<file path="src/rtl/chan_rr_arbiter.sv">
// ----------------------------------------------------------------------------
// chan_rr_arbiter
//
// Round-robin readout scheduler that shares GTP lane 0 between the NCH
// per-channel processors of one channel FPGA. One requester is granted at a
// time and its block (header + N payload words) is streamed word by word onto
// the lane. Idle cycles carry COMMA. A sum-trigger pulse preempts the stream
// with a KTRIG K-character on the following lane word.
//
// Optional feature (compile-time macro CHAN_ARB_TRAILER_EN):
//   When defined, every block is followed by one trailer word (kchar=0)
//   holding the XOR of all block words, header included.
//
// Ports:
//   clk      in   125 MHz master clock, all logic on its rising edge
//   rst_n    in   synchronous active-low reset
//   data     in   16*NCH flattened channel words, word i = data[16*i +: 16]
//   req      in   NCH level requests, channel i has a complete block pending
//   ack      out  NCH one-hot read strobe, channel advances after each ack cycle
//   trigger  in   sum trigger, one KTRIG per asserted cycle
//   dout     out  16-bit lane word
//   kchar    out  dout is a K-character
//   busy     out  a block is in progress
// ----------------------------------------------------------------------------
module chan_rr_arbiter #(
    parameter int          NCH   = 16,
    parameter logic [15:0] COMMA = 16'hC5BC,
    parameter logic [15:0] KTRIG = 16'h7C7C
) (
    input  logic              clk,
    input  logic              rst_n,
    input  logic [16*NCH-1:0] data,
    input  logic [NCH-1:0]    req,
    output logic [NCH-1:0]    ack,
    input  logic              trigger,
    output logic [15:0]       dout,
    output logic              kchar,
    output logic              busy
);

    localparam int PW = (NCH > 1) ? $clog2(NCH) : 1;

    typedef enum logic [1:0] {
        S_IDLE = 2'd0,
        S_HDR  = 2'd1,
        S_DATA = 2'd2,
        S_TRL  = 2'd3
    } state_t;

    state_t            r_state;
    logic [PW-1:0]     r_ptr;
    logic [PW-1:0]     r_gnt;
    logic [7:0]        r_cnt;
    logic [NCH-1:0]    r_ack;
    logic [15:0]       r_dout;
    logic              r_kchar;
    logic              r_busy;
    // A word consumed in a trigger cycle is parked here until the lane is free.
    logic [15:0]       r_hold;
    logic              r_pend;
`ifdef CHAN_ARB_TRAILER_EN
    logic [15:0]       r_xor;
`endif

    logic [15:0]       w_word;
    logic              w_take;
    logic              w_last;
    logic              w_grant;
    logic [PW-1:0]     w_sel;
    logic [PW-1:0]     w_ptr_nxt;
    logic              w_to_idle;
    logic              w_active_nxt;
    logic              w_word_out;
    logic              w_pend_nxt;

    // First set request searching upward from base, wrapping at NCH.
    function automatic logic [PW-1:0] f_first(input logic [NCH-1:0] r,
                                              input logic [PW-1:0]  base);
        logic [PW-1:0] sel;
        logic          found;
        int            idx;
        sel   = '0;
        found = 1'b0;
        for (int k = 0; k < NCH; k++) begin
            idx = (int'(base) + k) % NCH;
            if (!found && r[idx]) begin
                sel   = PW'(idx);
                found = 1'b1;
            end
        end
        return sel;
    endfunction

    function automatic logic [NCH-1:0] f_onehot(input logic [PW-1:0] idx);
        logic [NCH-1:0] v;
        v      = '0;
        v[idx] = 1'b1;
        return v;
    endfunction

    assign w_word    = data[16*r_gnt +: 16];
    // A word is consumed on every cycle the registered ack is high.
    assign w_take    = |r_ack;
    assign w_last    = w_take && (((r_state == S_HDR)  && (w_word[7:0] == 8'd0)) ||
                                  ((r_state == S_DATA) && (r_cnt == 8'd1)));
    // A parked word must reach the lane before a new block may start.
    assign w_grant   = (r_state == S_IDLE) && !trigger && !r_pend && (|req);
    assign w_sel     = f_first(req, r_ptr);
    assign w_ptr_nxt = (r_gnt == PW'(NCH-1)) ? '0 : r_gnt + PW'(1);

`ifdef CHAN_ARB_TRAILER_EN
    assign w_to_idle  = (r_state == S_TRL) && !trigger && !r_pend;
    assign w_word_out = !trigger && (r_pend || w_take || (r_state == S_TRL));
`else
    assign w_to_idle  = w_last;
    assign w_word_out = !trigger && (r_pend || w_take);
`endif

    assign w_active_nxt = w_grant || ((r_state != S_IDLE) && !w_to_idle);
    assign w_pend_nxt   = trigger && (r_pend || w_take);

    always_ff @(posedge clk) begin
        if (!rst_n) begin
            r_state <= S_IDLE;
            r_ptr   <= '0;
            r_gnt   <= '0;
            r_cnt   <= '0;
            r_ack   <= '0;
            r_dout  <= COMMA;
            r_kchar <= 1'b1;
            r_busy  <= 1'b0;
            r_pend  <= 1'b0;
        end else begin
            // Control: ack is re-derived every cycle and held low after a trigger.
            r_ack <= '0;
            case (r_state)
                S_IDLE: begin
                    if (w_grant) begin
                        r_gnt   <= w_sel;
                        r_ack   <= f_onehot(w_sel);
                        r_state <= S_HDR;
`ifdef CHAN_ARB_TRAILER_EN
                        r_xor   <= '0;
`endif
                    end
                end
                S_HDR, S_DATA: begin
                    if (w_take)
                        r_cnt <= (r_state == S_HDR) ? w_word[7:0] : r_cnt - 8'd1;
                    if (w_last) begin
                        // Block end: ptr moves past the granted channel on the
                        // edge that consumes the final word.
                        r_ptr   <= w_ptr_nxt;
`ifdef CHAN_ARB_TRAILER_EN
                        r_state <= S_TRL;
`else
                        r_state <= S_IDLE;
`endif
                    end else begin
                        if (w_take && (r_state == S_HDR))
                            r_state <= S_DATA;
                        if (!trigger)
                            r_ack <= f_onehot(r_gnt);
                    end
                end
`ifdef CHAN_ARB_TRAILER_EN
                S_TRL: begin
                    if (w_to_idle)
                        r_state <= S_IDLE;
                end
`endif
                default: r_state <= S_IDLE;
            endcase

`ifdef CHAN_ARB_TRAILER_EN
            if (w_take)
                r_xor <= r_xor ^ w_word;
`endif

            // Lane word: trigger > parked word > fresh word > trailer > comma.
            r_pend <= w_pend_nxt;
            if (trigger) begin
                r_dout  <= KTRIG;
                r_kchar <= 1'b1;
                if (w_take)
                    r_hold <= w_word;
            end else if (r_pend) begin
                r_dout  <= r_hold;
                r_kchar <= 1'b0;
            end else if (w_take) begin
                r_dout  <= w_word;
                r_kchar <= 1'b0;
`ifdef CHAN_ARB_TRAILER_EN
            end else if (r_state == S_TRL) begin
                r_dout  <= r_xor;
                r_kchar <= 1'b0;
`endif
            end else begin
                r_dout  <= COMMA;
                r_kchar <= 1'b1;
            end

            r_busy <= w_active_nxt || w_word_out || w_pend_nxt;
        end
    end

    assign ack   = r_ack;
    assign dout  = r_dout;
    assign kchar = r_kchar;
    assign busy  = r_busy;

endmodule

</file>
<file path="config.mk">
export PLATFORM = sky130hd
export DESIGN_NAME = chan_rr_arbiter
export DESIGN_NICKNAME = d
export VERILOG_FILES = /design/src/rtl/chan_rr_arbiter.sv
export SDC_FILE = /design/constraint.sdc
export NUM_CORES = 1
export LEC_CHECK = 0
export CAP_MARGIN = 5
export CORE_ASPECT_RATIO = 0.5
export CORE_MARGIN = 5
export CORE_UTILIZATION = 45
export DETAILED_ROUTE_END_ITERATION = 16
export GPL_TIMING_DRIVEN = 0
export PLACE_DENSITY_LB_ADDON = 0.08
export SLEW_MARGIN = 5
export SYNTH_ARGS = -nofsm -noshare
export SYNTH_HDL_FRONTEND = slang
export SYNTH_SLANG_ARGS = --single-unit
export TNS_END_PERCENT = 50
</file>
<file path="constraint.sdc">
create_clock -name clk -period 8.65 [get_ports clk]
set_clock_uncertainty 0.15 [all_clocks]
set_input_delay 2.595 -clock clk [delete_from_list [all_inputs] [get_ports clk]]
set_output_delay 2.595 -clock clk [all_outputs]
set_load 0.01 [all_outputs]
</file>
==> results.ini <==
[die]
die_area_um2=19000
pin_count=309
die_y_um=100.0
initial_core_util_pct=46.58
die_w_um=190.0
core.rowCount=32
coreArea_um2=15660

[timing]
maxSlewViolCount=0
layout_worst_path_cycle_share_pct=79.18
fmax_mhz=146.0
min_period_ns=6.849
relSlewSlack_pct=38.91
setup_tns_ns=0
setup_viol=0
finalWorstSetupSlack_ns=1.801
worst_pin_slew_ns=0.9164
rsz0062_at_grt=false
final_hold_viol_count=0

[final_layout]
fin_cells=1232
utilization_pct=70.14
drive_gt1_share_pct=16.32
area_delta_synth_final_pct=50.58
n_antenna_cell=0
fillerInstances=1197
nets=1298

[clock_tree]
clk_path_buf_depth=2
ctsHtreeMaxLevel=3
clock-sinks=69
insertion_delay_ns=0.33
cts_hold_buffers=0
clk_pin_slew_ns=0.06
numCtsBuffers=9
cts_tree=built
cts.repair.resized=0
cts_root_buffer=clkbuf_16
cts_setup_buffers=0

[logic_synthesis]
synth.area.mux_share_pct=42.64
synth_top_family_by_area=multiplexers
synth_compound_area_share_pct=13.52
postSynthCellCount=687
yosysTopAreaCellShare_pct=35.52
ys_seq_elements=69
synth_cell_types=69
synth_fa_ha_area_share_pct=2.917
synth_common_cells=115 x mux4_2, 68 x nand2_1, 56 x nor2_1
synth_fp_nets=979
yosys.area_share.simple_pct=13.88
synth_area_leader_cell=mux4_2
yosysSeqAreaShare_pct=21.14
synth.most_common_cell=mux4_2
ys_async_sr_fraction_pct=0
synth_area_per_cell_um2=10.61
netlist_area_um2=7292
synth_edf_count=16
synth_xor_area_share_pct=1.682
ys_top_cells_by_area=mux4_2 36%, dfxtp_1 15%, edfxtp_1 6.6%
yosysWarnings=0
synth_flop_cell=dfxtp_1

[place]
place.gp.congestion=0.9604
dpl.cell_count=1216
hpwl_um=23940
numPortBuffers=308
post-place-ws_ns=1.565

[critical_path]
slowest_stage=mux4_2
slowest_delay_ns=0.63
ff2ff_path_depth=15
critPathArrivalTime_ns=6.86
path_class=in -> reg
worst-path-max-fanout=9
path_buf_inv=1
r2r_setup_slack_ns=2.00
r2r_end=ack[12]$_SDFF_PN0_
crit_path_end_kind=register
critPathLaunchType=input port
reg2reg_from=r_ptr[1]$_SDFFE_PN0P_
path_cells=clkdlybuf4s50_1 > mux4_2 > mux2i_2 > mux2i_2 > a2111oi_4 > nand2_1 > o32a_1 > o31a_1 > o31a_1 > nor2_1 > a211oi_1
crit_family=compound AO/OA/AOI/OAI gates
cp.required_ns=8.66

[pwr]
cell_internal_pwr_w=0.001027
combPwrFrac_pct=48.6
swShare_pct=34.69
power.density_nw_per_um2=143.2
clkPwrFrac_pct=25.0
switchingPower_w=0.0005454
p_leak_nw=3.682
pwr-share-seq_pct=26.4
max-vdd-ir-drop_mv=0.1166

[drt]
vias=7645
firstDrtPassIters=5
drc=0
wl_per_cell_um=23.44
routed_wl_um=28880
via_per_inst=6.205
drt_iter0_drc=940
postRouteAntennaNets=0

[hold_path]
holdPathStages=2
worstHoldStart=r_hold[3]$_DFFE_PP_
worstHoldPathType=reg -> reg
whs_endpoint=dout[3]$_SDFF_PP1_

[global_route]
grt_pass1_wl_um=44590
grt_max_degree=17
grt_pass1_vias=7803
grt_overflow=0
track_usage_pct=29.89
antenna_found_initial=1

[outcome]
status=completed

[run]
drv_cap=0

[worst reg2reg max path, cell delays in order, from the launching register on]
cell and delay, ns:
dfxtp_1 0.42, buf_2 0.30, buf_2 0.32, clkbuf_1 0.54, inv_1 0.34, ha_1 0.48
buf_1 0.58, mux4_2 0.62, mux4_2 0.56, clkinv_1 0.13, o21ai_0 0.13, a311o_1 0.37
o32ai_1 0.64, nand3_1 0.37, or2_2 0.38, o31ai_1 0.21
[through the flow]
stage          area [um2]   power, W  hold WS [ns]
6_report            10980   0.001572        0.3172
5_1_grt             10980   0.001660        0.3464
4_1_cts             10980   0.001569        0.3201
3_5_place_dp        10650   0.001171        0.3012
3_3_place_gp        10650   0.001158        0.2970
2_1_floorplan        7292  0.0008756        0.2873
[cell families (layout without fill, tap and decap cells)]
kind of cell	count (synthesis)	in the layout
flops	69	69
buf+inv	75	399
mux	165	165
xor+xnor	14	14
compound gates	141	141
simple gates	206	206
fa+ha+maj	17	17
[registers in the layout, summed over array words and instances (netlist names)]
signal,count
r_gnt,4
kchar,1
busy,1
ack,16
r_ptr,4
r_state,2
dout,16
r_hold,16
r_pend,1
r_cnt,8
[area by class of cell]
| cell class | count | area, um2 | share of cell area (%) |
|---|---|---|---|
| clock inverters | 5 | 62.56 | 0.5697 |
| inverters | 28 | 105.1 | 0.9572 |
| multi-input cells | 543 | 5445 | 49.59 |
| plain buffers | 47 | 202.7 | 1.846 |
| repair buffers | 308 | 3083 | 28.08 |
| flip-flops and latches | 69 | 1541 | 14.04 |
| well taps | 221 | 276.5 | 2.518 |
| clock buffers | 11 | 264.0 | 2.404 |
[power by group through the flow]
stage / logic [W] / clock network (W) / registers [W]
2_1_floorplan: 0.000455 / 0 / 0.000421
3_3_place_gp: 0.000738 / 0 / 0.000419
3_5_place_dp: 0.000750 / 0 / 0.000420
4_1_cts: 0.000758 / 0.000396 / 0.000415
5_1_grt: 0.000825 / 0.000415 / 0.000420
6_report: 0.000763 / 0.000394 / 0.000415
[how the worst max path moves through the flow]
stage                     startpoint               endpoint  slack, ns  cells past startpoint
after global placement        req[2]     ack[13]$_SDFF_PN0_       1.62                     12
after floorplan               req[2]     ack[13]$_SDFF_PN0_       2.87                     11
after global routing         req[13]  r_gnt[2]$_SDFFE_PN0P_       1.65                     11
after detailed placement      req[2]  r_gnt[2]$_SDFFE_PN0P_       1.56                     11
final                         req[2]  r_gnt[2]$_SDFFE_PN0P_       1.80                     11
after CTS                     req[2]  r_gnt[2]$_SDFFE_PN0P_       1.90                     11
[per-layer routing]
metal | share of wire (%) | global-route usage [%] | vias up
met3 | 8.1 | 5.664 | 41
li1 | - | - | 3399
met4 | 1.6 | 5.222 | 2
met5 | 0.024 | 0 | -
met2 | 50 | 53.16 | 435
met1 | 40 | 38.98 | 3768
[cells in the final DEF, fill, tap and decap left out, types with 21 or more instances in the layout]
| master | netlist | final |
|---|---|---|
| dfxtp_1 | 53 | 53 |
| mux4_2 | 115 | 115 |
| a21oi_1 | 36 | 36 |
| nor2_1 | 56 | 55 |
| clkdlybuf4s50_1 | 0 | 308 |
| mux2i_1 | 39 | 39 |
| nand2_1 | 68 | 68 |
| inv_1 | 22 | 22 |
| clkbuf_1 | 21 | 21 |
(Power assumes the default switching activity.)
